File: src/rtl/range_counter_updn_if.sv
// Bus interface for range_counter_updn: control, load data, count and status flags.
// The step field exists only when RANGE_CNT_STEP_EN is defined.
interface range_counter_updn_if #(
    parameter int WIDTH = 8
);
    logic             en;
    logic             load;
    logic             up_dn;
    logic             mode;
    logic [WIDTH-1:0] data;
`ifdef RANGE_CNT_STEP_EN
    logic [WIDTH-1:0] step;
`endif
    logic [WIDTH-1:0] count;
    logic             at_max;
    logic             at_min;
    logic             wrap;

    modport master (
`ifdef RANGE_CNT_STEP_EN
        output step,
`endif
        output en, load, up_dn, mode, data,
        input  count, at_max, at_min, wrap
    );

    modport slave (
`ifdef RANGE_CNT_STEP_EN
        input  step,
`endif
        input  en, load, up_dn, mode, data,
        output count, at_max, at_min, wrap
    );
endinterface

File: src/rtl/range_counter_updn.sv
// Up/down counter confined to [MIN,MAX] with wrap or saturate at the bounds.
// Define RANGE_CNT_STEP_EN to add a variable step input; otherwise the step is 1.
module range_counter_updn #(
    parameter int WIDTH = 8,
    parameter int MIN   = 10,
    parameter int MAX   = 40
) (
    input logic                 clk,
    input logic                 rst,
    range_counter_updn_if.slave bus
);
    localparam logic [WIDTH-1:0] MIN_V = WIDTH'(MIN);
    localparam logic [WIDTH-1:0] MAX_V = WIDTH'(MAX);

    if (MIN >= MAX) begin : g_bad_range
        $error("range_counter_updn: MIN must be less than MAX");
    end
    if (longint'(MAX) > (longint'(1) << WIDTH) - 1) begin : g_bad_width
        $error("range_counter_updn: MAX does not fit in WIDTH bits");
    end

    logic [WIDTH-1:0] step_w;
`ifdef RANGE_CNT_STEP_EN
    assign step_w = bus.step;
`else
    assign step_w = WIDTH'(1);
`endif

    logic [WIDTH-1:0]        count_q;
    logic [WIDTH-1:0]        count_nxt;
    logic                    wrap_q;
    logic                    wrap_nxt;
    logic [WIDTH:0]          up_next;
    logic signed [WIDTH:0]   dn_next;

    // Extra bit keeps sums and differences exact, so bound checks never alias.
    assign up_next = {1'b0, count_q} + {1'b0, step_w};
    assign dn_next = $signed({1'b0, count_q}) - $signed({1'b0, step_w});

    always_comb begin
        count_nxt = count_q;
        wrap_nxt  = 1'b0;
        if (bus.load) begin
            if (bus.data < MIN_V)
                count_nxt = MIN_V;
            else if (bus.data > MAX_V)
                count_nxt = MAX_V;
            else
                count_nxt = bus.data;
        end else if (bus.en) begin
            if ((count_q < MIN_V) || (count_q > MAX_V)) begin
                count_nxt = MIN_V;
            end else if (bus.up_dn) begin
                if (up_next <= {1'b0, MAX_V}) begin
                    count_nxt = up_next[WIDTH-1:0];
                end else if (bus.mode) begin
                    count_nxt = MAX_V;
                end else begin
                    count_nxt = MIN_V;
                    wrap_nxt  = 1'b1;
                end
            end else begin
                if (dn_next >= $signed({1'b0, MIN_V})) begin
                    count_nxt = dn_next[WIDTH-1:0];
                end else if (bus.mode) begin
                    count_nxt = MIN_V;
                end else begin
                    count_nxt = MAX_V;
                    wrap_nxt  = 1'b1;
                end
            end
        end
    end

    always_ff @(posedge clk) begin
        if (rst) begin
            count_q <= MIN_V;
            wrap_q  <= 1'b0;
        end else begin
            count_q <= count_nxt;
            wrap_q  <= wrap_nxt;
        end
    end

    assign bus.count  = count_q;
    assign bus.wrap   = wrap_q;
    assign bus.at_max = (count_q == MAX_V);
    assign bus.at_min = (count_q == MIN_V);
endmodule
File: src/flat_wrapper.sv
// flat-port wrapper written by rule: the top's interface ports become plain ports
module range_counter_updn_flat 
#(
    parameter int WIDTH = 8,
    parameter int MIN   = 10,
    parameter int MAX   = 40
)
  (clk, rst, bus_en, bus_load, bus_up_dn, bus_mode, bus_data, bus_count, bus_at_max, bus_at_min, bus_wrap);
  range_counter_updn_if #(.WIDTH(WIDTH)) bus_i ();
  input logic clk;
  input logic rst;
  input wire logic [$bits(bus_i.en)-1:0] bus_en;
  input wire logic [$bits(bus_i.load)-1:0] bus_load;
  input wire logic [$bits(bus_i.up_dn)-1:0] bus_up_dn;
  input wire logic [$bits(bus_i.mode)-1:0] bus_mode;
  input wire logic [$bits(bus_i.data)-1:0] bus_data;
  output wire logic [$bits(bus_i.count)-1:0] bus_count;
  output wire logic [$bits(bus_i.at_max)-1:0] bus_at_max;
  output wire logic [$bits(bus_i.at_min)-1:0] bus_at_min;
  output wire logic [$bits(bus_i.wrap)-1:0] bus_wrap;
  assign bus_i.en = bus_en;
  assign bus_i.load = bus_load;
  assign bus_i.up_dn = bus_up_dn;
  assign bus_i.mode = bus_mode;
  assign bus_i.data = bus_data;
  assign bus_count = bus_i.count;
  assign bus_at_max = bus_i.at_max;
  assign bus_at_min = bus_i.at_min;
  assign bus_wrap = bus_i.wrap;
  range_counter_updn #(.WIDTH(WIDTH), .MIN(MIN), .MAX(MAX)) u_core (.clk(clk), .rst(rst), .bus(bus_i));
endmodule
File: config.mk
export PLATFORM = sky130hd
export DESIGN_NAME = range_counter_updn_flat
export DESIGN_NICKNAME = d
export VERILOG_FILES = /design/src/rtl/range_counter_updn_if.sv /design/src/rtl/range_counter_updn.sv /design/src/flat_wrapper.sv
export SDC_FILE = /design/constraint.sdc
export NUM_CORES = 1
export LEC_CHECK = 0
export ABC_CLOCK_PERIOD_IN_PS = 5700
export BUFFER_PORTS_ARGS = -buffer_cell sky130_fd_sc_hd__buf_2
export CORE_ASPECT_RATIO = 0.8
export CORE_MARGIN = 2
export CORE_UTILIZATION = 50
export DETAILED_ROUTE_END_ITERATION = 7
export GPL_TIMING_DRIVEN = 0
export PLACE_DENSITY = 0.81
export SLEW_MARGIN = 20
export SYNTH_ARGS = -nofsm -noshare
export SYNTH_HDL_FRONTEND = slang
export SYNTH_SLANG_ARGS = --single-unit
File: constraint.sdc
create_clock -name clk -period 5.7 [get_ports clk]
set_input_delay 1.71 -clock clk [delete_from_list [all_inputs] [get_ports clk]]
set_output_delay 1.71 -clock clk [all_outputs]
set_load 0.05 [all_outputs]
==> metrics.cfg <==
[run_status]
status=completed

[setup_path]
cp-start-kind=register
worstPathArrival_ns=1.70
slowest_delay_ns=0.59
reg2reg_depth=8
crit_family=flip-flops
critical_path.most_common_cell=inv_1
r2r_setup_slack_ns=3.20
path_max_fanout=10
cp.required_ns=3.99
critical_path_class=reg2out
worstSetupEndpointType=primary output
reg2reg_to=u_core.bus.count[5]
crit_slowest_cell=dfxtp_1
r2r-start=u_core.bus.count[1]
path_buf_inv=3
cp_cell_sequence=inv_1 -> ha_1 -> nand4_1 -> inv_1 -> buf_2

[yosys]
yosysUniqueCellTypes=53
ys_seq_elements=9
synth_area_mm2=0.00100
synth_enable_flop_cells=0
synth-seq-area-share_pct=17.9
syn_avg_cell_area_um2=7.97
synthesis.nets=144
synth_cells=126
synth-main-ff-cell=dfxtp_1
async_reset_ff_share_pct=0
synth_top_area_cell=dfxtp_1
ys_top_cells_by_area=dfxtp_1, a21oi_1, xor2_1, ha_1, inv_1
ys_warn_count=0
synth_top_area_share_pct=17.9

[clock_tree]
cts_made_buffers=3
cts_buffer_depth=2
insertion_delay_ns=0.27
cts_resized=0
cts_setup_buffers=0
path_clk_slew_ns=0.07
cts_hold_buf=0
htree_levels=1
clockRootBuffer=clkbuf_4
cts.sinks=9
cts_tree=yes

[timing]
rsz0062_at_grt=no
fin_crit_sh_pct=59.9
setup_viol=0
timing.fmax_mhz=293
hold_violations=0
relSlewSlack_pct=70.3
fin_crit_ns=3.41
worstMarginPinSlew_ns=0.442
skew_ns=0.00813
hold_ws_ns=0.570
setup_tns_ns=0
maxSlewViolCount=0

[power_and_ir_drop]
ir_worst_vdd_mv=0.153
power_density_mw_per_mm2=201
p_leak_nw=0.501

[worst_hold_path]
hold_path.class=reg2reg
holdCritStartpoint=u_core.bus.count[6]
worstHoldEndpoint=u_core.bus.count[6]
min_path_cells=1

[routing]
ant_nets=0
drtIter0Drc=52
routed_wl_um=2750
vias=1117
vias_per_cell=6.31
drtPass1Iterations=4
drcViolationCount=0
wl_per_cell_um=15.5

[placement]
place_area_mm2=0.00115
gp_congestion=0.891
portBuffers=23
dp_hpwl_um=2120
placedCellCount=173

[grt]
grt_pass1_wl_um=4600
grt_max_degree=11
antenna_found_initial=0
grt-ovfl-total=0
track_usage_pct=26.8
grt_pass1_vias=993

[flow_run]
maxCapViolCount=0

[layout]
stdcell_area_mm2=0.00118
drive_above_1_share_pct=28.8
layout.nets=172
area_delta_synth_final_pct=17.1
num_antenna_cells=0
stdcell_count=177

[die]
boundaryPins=25
dieArea_mm2=0.00239
row_count=14
die_h_um=44.1
coreArea_mm2=0.00189
fp.dieW_um=54.1
initial_core_util_pct=53.1

## kinds of logic after synthesis
kind of cell	share of synthesized area (%)
AO/OA/AOI/OAI	32.5
XOR/XNOR	6.97
adder cells (fa/ha/maj)	4.98
buffers and inverters	6.60
flip-flops	17.9
multiplexers	0.996
AND/OR/NAND/NOR	30.0
## how the worst max path moves through the flow
| stage | endpoint | startpoint | slack, ns | cells past startpoint |
|---|---|---|---|---|
| after floorplan | bus_at_min | u_core.bus.count[3] | 1.41 | 4 |
| after global placement | bus_at_max | u_core.bus.count[1] | 2.62 | 5 |
| after detailed placement | bus_at_max | u_core.bus.count[1] | 2.62 | 5 |
| after CTS | bus_at_max | u_core.bus.count[1] | 2.31 | 5 |
| after global routing | bus_at_min | u_core.bus.count[1] | 2.14 | 3 |
| final | bus_at_max | u_core.bus.count[1] | 2.29 | 5 |
## layout make-up
cell class / instances / area (µm²)
multi-input cells: 102 / 758
fillers: 160 / 716
flip-flops and latches: 9 / 180
repair buffers: 23 / 115
inverters: 9 / 33.8
plain buffers: 6 / 32.5
well taps: 24 / 30.0
clock buffers: 4 / 26.3
## sequential cells by signal, summed over array words and instances (netlist names)
name / count
u_core.bus.count: 8
u_core.bus.wrap: 1
## worst register-to-register path, delay by kind of cell, from the launching register on
family	cells	cell delay, ns
adders and majority gates	1	0.25
and+or+nand+nor	2	0.62
buffers and inverters	1	0.22
AOI/OAI and AO/OA	3	0.52
DFF	1	0.59
xor gates and xnor gates	1	0.19
## metal layers
metal / routed length (µm) / global-route usage (%) / vias up
met3: 282 / 7.43 / 6
met4: 26 / 4.50 / 0
met2: 1270 / 42.0 / 59
met5: 0 / 0 / -
met1: 1170 / 37.3 / 524
li1: - / - / 528
## cell usage after synthesis (2+ instances only)
| cell | number |
|---|---|
| buf_4 | 2 |
| nor4b_1 | 2 |
| ha_1 | 4 |
| xnor2_1 | 2 |
| nand2_1 | 6 |
| a31oi_1 | 3 |
| dfxtp_1 | 9 |
| clkbuf_1 | 2 |
| nor2b_1 | 2 |
| nor3_1 | 5 |
| or3_1 | 2 |
| nor2_1 | 9 |
| a21oi_1 | 12 |
| inv_1 | 9 |
| nor3_2 | 3 |
| nand3_1 | 2 |
| buf_2 | 2 |
| and3_1 | 2 |
| o21ai_0 | 3 |
| xor2_1 | 6 |
| and2_1 | 3 |
| o31ai_1 | 2 |
| nor3b_2 | 2 |
| nor4_1 | 3 |
## placed cells by master (no fill, tap or decap), types with 2 or more instances in the layout
cell type | netlist | final
clkbuf_4 | 0 | 3
buf_2 | 2 | 25
nor2b_1 | 2 | 2
inv_1 | 9 | 9
and3_1 | 2 | 2
nor3_2 | 3 | 3
o31ai_1 | 2 | 2
dfxtp_1 | 9 | 9
nand2_1 | 6 | 6
nor4_1 | 3 | 3
nor3b_2 | 2 | 2
buf_4 | 2 | 2
clkbuf_1 | 2 | 3
nor2_1 | 9 | 9
o21ai_0 | 3 | 3
nor3_1 | 5 | 5
nor4b_1 | 2 | 2
xor2_1 | 6 | 6
a21oi_1 | 12 | 12
xnor2_1 | 2 | 2
a31oi_1 | 3 | 3
nand3_1 | 2 | 2
ha_1 | 4 | 4
or3_1 | 2 | 2
and2_1 | 3 | 3
## report_power, final
group | internal [W] | total, W | leakage [nW] | switching, W
sequential | 0.0000662 | 0.0000733 | 0.0735 | 0.00000712
combinational | 0.0000411 | 0.000111 | 0.413 | 0.0000699
clock | 0.0000271 | 0.0000521 | 0.0150 | 0.0000250
## through the flow
stage          setup WS [ns]  total power, W  util, %
3_5_place_dp            2.62        0.000183     60.8
2_1_floorplan           1.41        0.000157        -
5_1_grt                 2.14        0.000251     62.2
3_3_place_gp            2.62        0.000181     60.8
6_report                2.29        0.000236     62.2
4_1_cts                 2.31        0.000235     62.2
(Power assumes the default switching activity.)
